===== config.mk =====
export PLATFORM = sky130hd
export DESIGN_NAME = spi_ram_slave
export DESIGN_NICKNAME = d
export VERILOG_FILES = /design/src/rtl/spi_ram_pkg.sv /design/src/rtl/spi_ram_mem.sv /design/src/rtl/spi_ram_slave.sv
export SDC_FILE = /design/constraint.sdc
export NUM_CORES = 2
export LEC_CHECK = 0
export ABC_AREA = 1
export BUFFER_PORTS_ARGS = -buffer_cell sky130_fd_sc_hd__buf_2
export CAP_MARGIN = 20
export CORE_UTILIZATION = 55
export CTS_CLUSTER_DIAMETER = 80
export CTS_CLUSTER_SIZE = 16
export DETAILED_ROUTE_END_ITERATION = 6
export HOLD_SLACK_MARGIN = 0.05
export PLACE_DENSITY = 0.73
export SYNTH_ARGS = -nofsm -noshare
export SYNTH_HDL_FRONTEND = slang
export SYNTH_SLANG_ARGS = --single-unit

===== constraint.sdc =====
create_clock -name clk -period 3.8 [get_ports clk]
set_clock_uncertainty 0.2 [all_clocks]
set_input_delay 0.76 -clock clk [delete_from_list [all_inputs] [get_ports clk]]
set_output_delay 0.76 -clock clk [all_outputs]
set_load 0.01 [all_outputs]

===== src/rtl/spi_ram_pkg.sv =====
// Shared types and constants for the SPI RAM slave.
// Optional feature macro: SPI_RAM_AUTOINC_EN (address auto-increment).
package spi_ram_pkg;

  // Serial front-end states.
  typedef enum logic [2:0] {
    IDLE      = 3'd0,
    CHK_CMD   = 3'd1,
    WRITE     = 3'd2,
    READ_ADD  = 3'd3,
    READ_DATA = 3'd4
  } state_t;

  // Frame opcodes, the two bits that follow the R/W bit.
  localparam logic [1:0] OP_WR_ADDR = 2'b00;
  localparam logic [1:0] OP_WR_DATA = 2'b01;
  localparam logic [1:0] OP_RD_ADDR = 2'b10;
  localparam logic [1:0] OP_RD_DATA = 2'b11;

  // Bits that follow the R/W bit: two opcode bits plus the payload.
  function automatic int frame_len(input int pw);
    return pw + 2;
  endfunction

endpackage


===== src/rtl/spi_ram_mem.sv =====
// Single-port RAM with write/read address registers and read-pending flag.
// Optional feature macro: SPI_RAM_AUTOINC_EN (post-increment of both
// address registers, wrapping at MEM_DEPTH-1).
module spi_ram_mem
  import spi_ram_pkg::*;
#(
  parameter int DATA_WIDTH = 8,
  parameter int ADDR_WIDTH = 8,
  parameter int MEM_DEPTH  = 256
) (
  input  logic                  clk,
  input  logic                  rst_n,
  input  logic                  rx_valid,
  input  logic [DATA_WIDTH+1:0] rx_data,
  output logic                  tx_valid,
  output logic [DATA_WIDTH-1:0] dout,
  output logic                  rd_pending
);

`ifdef SPI_RAM_AUTOINC_EN
  localparam bit AUTOINC = 1'b1;
`else
  localparam bit AUTOINC = 1'b0;
`endif

  // One extra bit so MEM_DEPTH == 2**ADDR_WIDTH still fits.
  localparam logic [ADDR_WIDTH:0]   DEPTH_W   = (ADDR_WIDTH+1)'(MEM_DEPTH);
  localparam logic [ADDR_WIDTH-1:0] LAST_ADDR = ADDR_WIDTH'(MEM_DEPTH - 1);

  logic [DATA_WIDTH-1:0] mem_q [MEM_DEPTH];

  logic [ADDR_WIDTH-1:0] wr_addr_q, wr_addr_d;
  logic [ADDR_WIDTH-1:0] rd_addr_q, rd_addr_d;
  logic                  rd_pending_q, rd_pending_d;
  logic                  tx_valid_q, tx_valid_d;
  logic [DATA_WIDTH-1:0] dout_q, dout_d;
  logic                  mem_we;

  logic [1:0]            op;
  logic [DATA_WIDTH-1:0] payload;
  logic                  wr_in_range;
  logic                  rd_in_range;

  assign op          = rx_data[DATA_WIDTH+1:DATA_WIDTH];
  assign payload     = rx_data[DATA_WIDTH-1:0];
  assign wr_in_range = ({1'b0, wr_addr_q} < DEPTH_W);
  assign rd_in_range = ({1'b0, rd_addr_q} < DEPTH_W);

  // Next address with wrap from the last word (or anything beyond it) to 0.
  function automatic logic [ADDR_WIDTH-1:0] next_addr(input logic [ADDR_WIDTH-1:0] a);
    if (a >= LAST_ADDR) begin
      return '0;
    end else begin
      return a + ADDR_WIDTH'(1);
    end
  endfunction

  // Decode one accepted frame into address, pending-flag and RAM actions.
  always_comb begin
    wr_addr_d    = wr_addr_q;
    rd_addr_d    = rd_addr_q;
    rd_pending_d = rd_pending_q;
    dout_d       = dout_q;
    tx_valid_d   = 1'b0;
    mem_we       = 1'b0;
    if (rx_valid) begin
      case (op)
        OP_WR_ADDR: begin
          wr_addr_d = payload[ADDR_WIDTH-1:0];
        end
        OP_WR_DATA: begin
          mem_we = wr_in_range;
          if (AUTOINC) begin
            wr_addr_d = next_addr(wr_addr_q);
          end else begin
            wr_addr_d = wr_addr_q;
          end
        end
        OP_RD_ADDR: begin
          rd_addr_d    = payload[ADDR_WIDTH-1:0];
          rd_pending_d = 1'b1;
        end
        OP_RD_DATA: begin
          dout_d     = rd_in_range ? mem_q[rd_addr_q] : '0;
          tx_valid_d = 1'b1;
          if (AUTOINC) begin
            rd_addr_d    = next_addr(rd_addr_q);
            rd_pending_d = 1'b1;
          end else begin
            rd_pending_d = 1'b0;
          end
        end
        default: begin
          wr_addr_d = wr_addr_q;
        end
      endcase
    end else begin
      mem_we = 1'b0;
    end
  end

  // Control registers; RAM contents are deliberately left out of reset.
  always_ff @(posedge clk or negedge rst_n) begin
    if (!rst_n) begin
      wr_addr_q    <= '0;
      rd_addr_q    <= '0;
      rd_pending_q <= 1'b0;
      tx_valid_q   <= 1'b0;
      dout_q       <= '0;
    end else begin
      wr_addr_q    <= wr_addr_d;
      rd_addr_q    <= rd_addr_d;
      rd_pending_q <= rd_pending_d;
      tx_valid_q   <= tx_valid_d;
      dout_q       <= dout_d;
    end
  end

  // RAM write port.
  always_ff @(posedge clk) begin
    if (mem_we) begin
      mem_q[wr_addr_q] <= payload;
    end
  end

  assign tx_valid   = tx_valid_q;
  assign dout       = dout_q;
  assign rd_pending = rd_pending_q;

endmodule


===== src/rtl/spi_ram_slave.sv =====
// SPI slave front end (pins sampled on clk) driving an on-chip RAM.
// Frame: R/W bit, then {opcode[1:0], payload[DATA_WIDTH-1:0]}, MSB first.
// Optional feature macro: SPI_RAM_AUTOINC_EN (see spi_ram_mem).
module spi_ram_slave
  import spi_ram_pkg::*;
#(
  parameter int DATA_WIDTH = 8,
  parameter int ADDR_WIDTH = 8,
  parameter int MEM_DEPTH  = 256
) (
  input  logic clk,
  input  logic rst_n,
  input  logic SS_n,
  input  logic MOSI,
  output logic MISO
);

  localparam int PW = DATA_WIDTH;
  localparam int FL = frame_len(PW);
  localparam int CW = $clog2(FL + 1);
  localparam int TW = $clog2(DATA_WIDTH + 1);

  state_t                state_q, state_d;
  logic [CW-1:0]         bit_cnt_q, bit_cnt_d;
  logic [PW:0]           shift_q, shift_d;
  logic                  done_q, done_d;
  logic                  rx_valid_q, rx_valid_d;
  logic [PW+1:0]         rx_data_q, rx_data_d;
  logic [DATA_WIDTH-1:0] tx_shift_q, tx_shift_d;
  logic [TW-1:0]         tx_cnt_q, tx_cnt_d;
  logic                  tx_active_q, tx_active_d;
  logic                  miso_q, miso_d;

  logic                  mem_tx_valid;
  logic [DATA_WIDTH-1:0] mem_dout;
  logic                  mem_rd_pending;

  logic [PW+1:0]         full_frame;
  logic [1:0]            frame_op;
  logic                  op_ok;

  // The bit arriving now completes the frame when the counter hits FL-1.
  assign full_frame = {shift_q, MOSI};
  assign frame_op   = full_frame[PW+1:PW];

  // Opcode must match the state chosen by the R/W bit and rd_pending.
  always_comb begin
    op_ok = 1'b0;
    case (state_q)
      WRITE:     op_ok = (frame_op[1] == 1'b0);
      READ_ADD:  op_ok = (frame_op == OP_RD_ADDR);
      READ_DATA: op_ok = (frame_op == OP_RD_DATA);
      default:   op_ok = 1'b0;
    endcase
  end

  // Next-state logic for the serial FSM, frame receiver and read shifter.
  always_comb begin
    state_d     = state_q;
    bit_cnt_d   = bit_cnt_q;
    shift_d     = shift_q;
    done_d      = done_q;
    rx_valid_d  = 1'b0;
    rx_data_d   = rx_data_q;
    tx_shift_d  = tx_shift_q;
    tx_cnt_d    = tx_cnt_q;
    tx_active_d = tx_active_q;
    miso_d      = 1'b0;
    if (SS_n) begin
      state_d     = IDLE;
      bit_cnt_d   = '0;
      done_d      = 1'b0;
      tx_active_d = 1'b0;
      tx_cnt_d    = '0;
    end else begin
      case (state_q)
        IDLE: begin
          state_d   = CHK_CMD;
          bit_cnt_d = '0;
          done_d    = 1'b0;
        end
        CHK_CMD: begin
          if (MOSI) begin
            state_d = mem_rd_pending ? READ_DATA : READ_ADD;
          end else begin
            state_d = WRITE;
          end
        end
        WRITE, READ_ADD, READ_DATA: begin
          if (!done_q) begin
            shift_d   = full_frame[PW:0];
            bit_cnt_d = bit_cnt_q + CW'(1);
            if (bit_cnt_q == CW'(FL - 1)) begin
              done_d     = 1'b1;
              rx_valid_d = op_ok;
              rx_data_d  = full_frame;
            end else begin
              done_d = 1'b0;
            end
          end else begin
            bit_cnt_d = bit_cnt_q;
          end
        end
        default: begin
          state_d = IDLE;
        end
      endcase

      // Shift the captured read word out, MSB first, then idle low.
      if ((state_q == READ_DATA) && mem_tx_valid) begin
        miso_d      = mem_dout[DATA_WIDTH-1];
        tx_shift_d  = mem_dout << 1;
        tx_cnt_d    = TW'(DATA_WIDTH - 1);
        tx_active_d = 1'b1;
      end else if (tx_active_q) begin
        if (tx_cnt_q != '0) begin
          miso_d     = tx_shift_q[DATA_WIDTH-1];
          tx_shift_d = tx_shift_q << 1;
          tx_cnt_d   = tx_cnt_q - TW'(1);
        end else begin
          miso_d      = 1'b0;
          tx_active_d = 1'b0;
        end
      end else begin
        miso_d = 1'b0;
      end
    end
  end

  // Serial FSM and front-end registers.
  always_ff @(posedge clk or negedge rst_n) begin
    if (!rst_n) begin
      state_q     <= IDLE;
      bit_cnt_q   <= '0;
      shift_q     <= '0;
      done_q      <= 1'b0;
      rx_valid_q  <= 1'b0;
      rx_data_q   <= '0;
      tx_shift_q  <= '0;
      tx_cnt_q    <= '0;
      tx_active_q <= 1'b0;
      miso_q      <= 1'b0;
    end else begin
      state_q     <= state_d;
      bit_cnt_q   <= bit_cnt_d;
      shift_q     <= shift_d;
      done_q      <= done_d;
      rx_valid_q  <= rx_valid_d;
      rx_data_q   <= rx_data_d;
      tx_shift_q  <= tx_shift_d;
      tx_cnt_q    <= tx_cnt_d;
      tx_active_q <= tx_active_d;
      miso_q      <= miso_d;
    end
  end

  spi_ram_mem #(
    .DATA_WIDTH(DATA_WIDTH),
    .ADDR_WIDTH(ADDR_WIDTH),
    .MEM_DEPTH (MEM_DEPTH)
  ) u_mem (
    .clk       (clk),
    .rst_n     (rst_n),
    .rx_valid  (rx_valid_q),
    .rx_data   (rx_data_q),
    .tx_valid  (mem_tx_valid),
    .dout      (mem_dout),
    .rd_pending(mem_rd_pending)
  );

  assign MISO = miso_q;

endmodule

==> Word level (Yosys, flattened, before mapping) <==
Memories as Yosys holds them, arrays and structs flattened. A register that Yosys moved wholly into a read port is not among the register bits.
Cells that the tools add are included.
{ "totals": {"reg_bits": 60, "wordCells": 91, "n_memories": 1, "ramBits": 2048} }
{ "classes": {"eq_ne": 12, "bitwise_logic": 3, "muxes": 38, "addsub": 2, "reduce_logical": 21} }
{ "mem_list": {"columns": ["name", "words", "word_bits", "read_ports", "rd_ports_with_merged_regs", "wr", "line", "rtl"], "rows": [
  ["u_mem.mem_q", 256, 8, 1, 1, 1, "spi_ram_mem.sv:30", "logic [DATA_WIDTH-1:0] mem_q [MEM_DEPTH];"]
]} }
{ "op_table": {"columns": ["op", "n"], "rows": [
  ["$mux W4", 6],
  ["$mux W8", 3],
  ["$mux W1", 21],
  ["$reduce_and A2 Y1", 6],
  ["$mux W3", 3],
  ["$pmux W3 S3", 1],
  ["$reduce_bool A3 Y1", 3],
  ["$eq A2 B2 Y1 const B", 4],
  ["$pmux W4 S2", 1],
  ["$eq A3 B2 Y1 const B", 2],
  ["$reduce_and A3 Y1", 2],
  ["$reduce_bool A2 Y1", 3],
  ["$add A4 B1 Y4 const B", 1],
  ["$eq A4 B4 Y1 const B", 1],
  ["$pmux W1 S2", 2],
  ["$reduce_and A4 Y1", 1],
  ["$reduce_bool A4 Y1", 1],
  ["$sub A4 B1 Y4 const B", 1],
  ["$eq A3 B1 Y1 const B", 1],
  ["$eq A3 B3 Y1 const B", 1],
  ["$logic_not A3 Y1", 1],
  ["$ne A3 B3 Y1 const B", 1],
  ["$not A1 Y1", 3],
  ["$pmux W1 S3", 1],
  ["6 further kinds", 6]
]} }

==> Depth between registers and ports, before layout <==
{ "depth": {"depth_word": 6, "mapped_depth": 15, "depth_no_buf": 11} }

==> Modules after synthesis <==
A second synthesis with hierarchy kept.
{ "hier_totals": {"hier_cells": 7299, "area_unflattened_um2": 86021.3} }
{ "modules_own_cells": {"columns": ["module", "area_per_inst_um2", "seq_area_each_um2", "cells_each", "instances"], "rows": [
  ["spi_ram_mem", 84076.9, 62149.6, 7075, 1],
  ["spi_ram_slave", 1944.4, 1026.0, 224, 1]
]} }

==> Worst setup path before layout <==
OpenSTA, ideal clock, no wires.
{ "synth_path": {"path_type": "register to register", "startpoint": "register rx_data_q[1]", "endpoint": "memory u_mem.mem_q[0][1], data pin", "slack_ns": -0.404, "path_buffers": 0, "t_arrival_ns": 3.198, "stages_incl_launch_ff": 1, "setup_time_ns": 0.807, "period_less_slack_ns": 4.204, "path_cell_list": "dfrtp_1"} }
{ "synth_lines": {"columns": ["item", "line", "rtl"], "rows": [
  ["start, declared", "spi_ram_slave.sv:28", "logic [PW+1:0] rx_data_q, rx_data_d;"],
  ["start signal, assigned", "spi_ram_slave.sv:149", "rx_data_q <= rx_data_d;"],
  ["end, declared", "spi_ram_mem.sv:30", null]
]} }
Straight into the memory's write port.

==> impl_metrics.yaml <==
status:
  status: "finished clean"
cells_and_area:
  multiInputGateArea_mm2: 0.0199
  nFillCells: 11800
  final_cell_mix: "nand2_1, nand3_1, edfxtp_1"
  area_growth_pct: 8.46
  fin_nets: 7173
  final_cells: 9278
  drive_above_1_share_pct: 6.54
  final_common_cell: "nand2_1"
  regArea_mm2: 0.0632
worst_setup_path:
  crit_buf_inv: 4
  crit_path_max_incr_delay_ps: 600
  critPathCaptureType: "flip-flop"
  crit_top_cell: "nand3_1"
  cp_top_family: "simple AND/OR/NAND/NOR gates"
  arrival_ps: 4130
  critical_path_class: "flip-flop to flip-flop"
  worstSetupStartpoint: "u_mem.rd_addr_q[0]"
  cp.required_ps: 4340
  slowest_stage: "dfrtp_4"
  worstSetupStartpointType: "flip-flop"
  path_cells: "inv_16, buf_4, buf_12, buf_12, nand2_1, nand3_1, nand3_1, nand3_1, nand3_1, nand3_1, nand3_2, nand3_1, nand3_1, nand2_1"
  r2r-start: "u_mem.rd_addr_q[0]"
  critPathMaxFanout: 99
routing:
  route.detailed.drc: 0
  via_per_inst: 6.14
  first_pass_iters: 6
  ant_nets: 0
  vias: 57000
  wl_per_cell_um: 24.3
  drtIter0Drc: 8030
  wirelength_um: 226000
power_and_ir_drop:
  ir_drop_v: 0.000475
  p_leak_nw: 31.0
  p_per_area_mw_per_mm2: 435
cts:
  cts_sinks: 2115
  clk_pin_slew_worst_paths_ps: 70
  numCtsBuffers: 151
  cts_buffer_depth: 3
  htreeDepth: 4
  tritoncts: "yes"
  insertion_delay_ps: 810
  clockRootBuffer: "clkbuf_16"
  postCtsSetupRepairBufs: 0
floorplan:
  core-area_mm2: 0.154
  fp-row-count: 144
  ioPinCount: 5
  die_y_um: 397
  die_area_mm2: 0.157
  initial_utilization_pct: 55.5
  die_x_um: 397
logic_synthesis:
  ys_seq_area_share_pct: 73.7
  syn_avg_cell_area_um2: 11.9
  synthCells: 7231
  ys_seq_elements: 2115
  syn_nets: 7238
  yosysUniqueCellTypes: 26
  ys_warn_count: 0
  netlist_area_mm2: 0.0857
worst_hold_path:
  hold_path.class: "primary input to flip-flop"
  min_from: "MOSI"
place:
  port-buffer-count: 4
  place_hpwl_um: 131000
  placed_cells: 9055
  globalplace.congestion: 0.899
global_route:
  grt.overflow.total: 0
  antenna_found_initial: 1
  grt_pass1_vias: 53800
  grt_max_degree: 190
  grt_pass1_wl_um: 338000
  track_usage_pct: 28.5
timing:
  worst_pin_slew_ps: 1080
  whs_ps: 94.5
  slew_violations: 0
  setup_violations: 0
  maxSlewHeadroom_pct: 27.8
  max_freq_ghz: 0.279
  fin_setup_tns_ps: 0
  final_hold_viol_count: 0
  finalCritPeriodShare_pct: 94.4
  period_needed_ps: 3590
  rsz0062_at_grt: "no"
run:
  max_cap_violations: 0
final timing paths:
check,to,slack (ps),cells after the start
max,u_mem.dout[5],210,14
min,shift_q[0],90,3
max reg2reg,u_mem.dout[5],210,14
min reg2reg,tx_shift_q[1],290,2
max in group asynchronous,u_mem.dout[4],2140,3
min in group asynchronous,rx_data_q[6],400,2
worst register-to-register path: cells and delay by family, from the launching register on:
family / cells / cell delay, ps
simple gates: 10 / 1450
buf+inv: 4 / 1280
flops: 1 / 600
logic make-up (layout without fill, tap and decap cells):
group	count (synthesis)	after routing	share of synthesized area (%)
simple gates	4510	4510	22.8
flops	2115	2115	73.7
buf+inv	542	544	3.14
compound gates	58	58	0.362
fa+ha+maj	3	3	0.0438
xor+xnor	3	3	0.0306
other cells	0	1	0
stage by stage:
step	instance area [um2]	total power (W)	worst slack (ps)	utilization [%]
global route	93000	0.0414	117	60.2
detailed placement	88800	0.0259	242	57.5
CTS	93000	0.0406	221	60.2
global placement	88800	0.0259	277	57.5
floorplan	85800	0.0258	-387	-
finish	93000	0.0405	211	60.2
cell usage after synthesis (all sizes together):
library cell / n / area, um2
nand2: 2169 / 8140
nand3: 2050 / 10300
edfxtp: 2048 / 61500
buf: 382 / 2090
nor2: 284 / 1070
clkbuf: 107 / 402
dfrtp: 67 / 1680
inv: 52 / 198
o21ai: 39 / 195
a21oi: 8 / 40.0
a31oi: 7 / 43.8
nor3: 5 / 25.0
ha: 3 / 37.5
xor2: 3 / 26.3
nand4: 2 / 12.5
a32o: 1 / 10.0
clkinv: 1 / 3.75
o21bai: 1 / 7.51
o22ai: 1 / 6.26
o31ai: 1 / 7.51
per-layer routing:
layer / vias up / share of wire, % / global-route usage, %
met1: 27800 / 39 / 39.9
met2: 3288 / 46 / 44.0
met4: 2 / 4.9 / 12.8
met5: - / 0.0058 / 0
li1: 25400 / - / -
met3: 550 / 10 / 5.22
layout make-up:
cell class                      instances  share of cell area, %
Tap cell                             2044                   2.75
Clock inverter                         14                  0.159
Antenna cell                            1                0.00269
Inverter                               53                  0.250
Timing Repair Buffer                  271                   3.08
Multi-Input combinational cell       4574                   21.4
Clock buffer                          206                   4.35
Sequential cell                      2115                   68.0
flip-flops by register name, summed over array words and instances (netlist names):
signal	flops
MISO	1
bit_cnt_q	4
done_q	1
rx_data_q	10
rx_valid_q	1
shift_q	9
state_q	3
tx_active_q	1
tx_cnt_q	4
tx_shift_q	7
u_mem.dout	8
u_mem.mem_q	2048
u_mem.rd_addr_q	8
u_mem.rd_pending	1
u_mem.tx_valid	1
u_mem.wr_addr_q	8
report_power, final:
part           internal [W]  switching, W
registers            0.0252     0.0000488
logic             0.0000433     0.0000840
clock network       0.00744       0.00768
what timing repair did:
action	4_1_cts	5_1_grt
endpoints found under the hold margin	39	0
gates resized for setup	0	1
hold buffers	2	0
setup endpoints to repair	0	1
(Power assumes the default switching activity.)
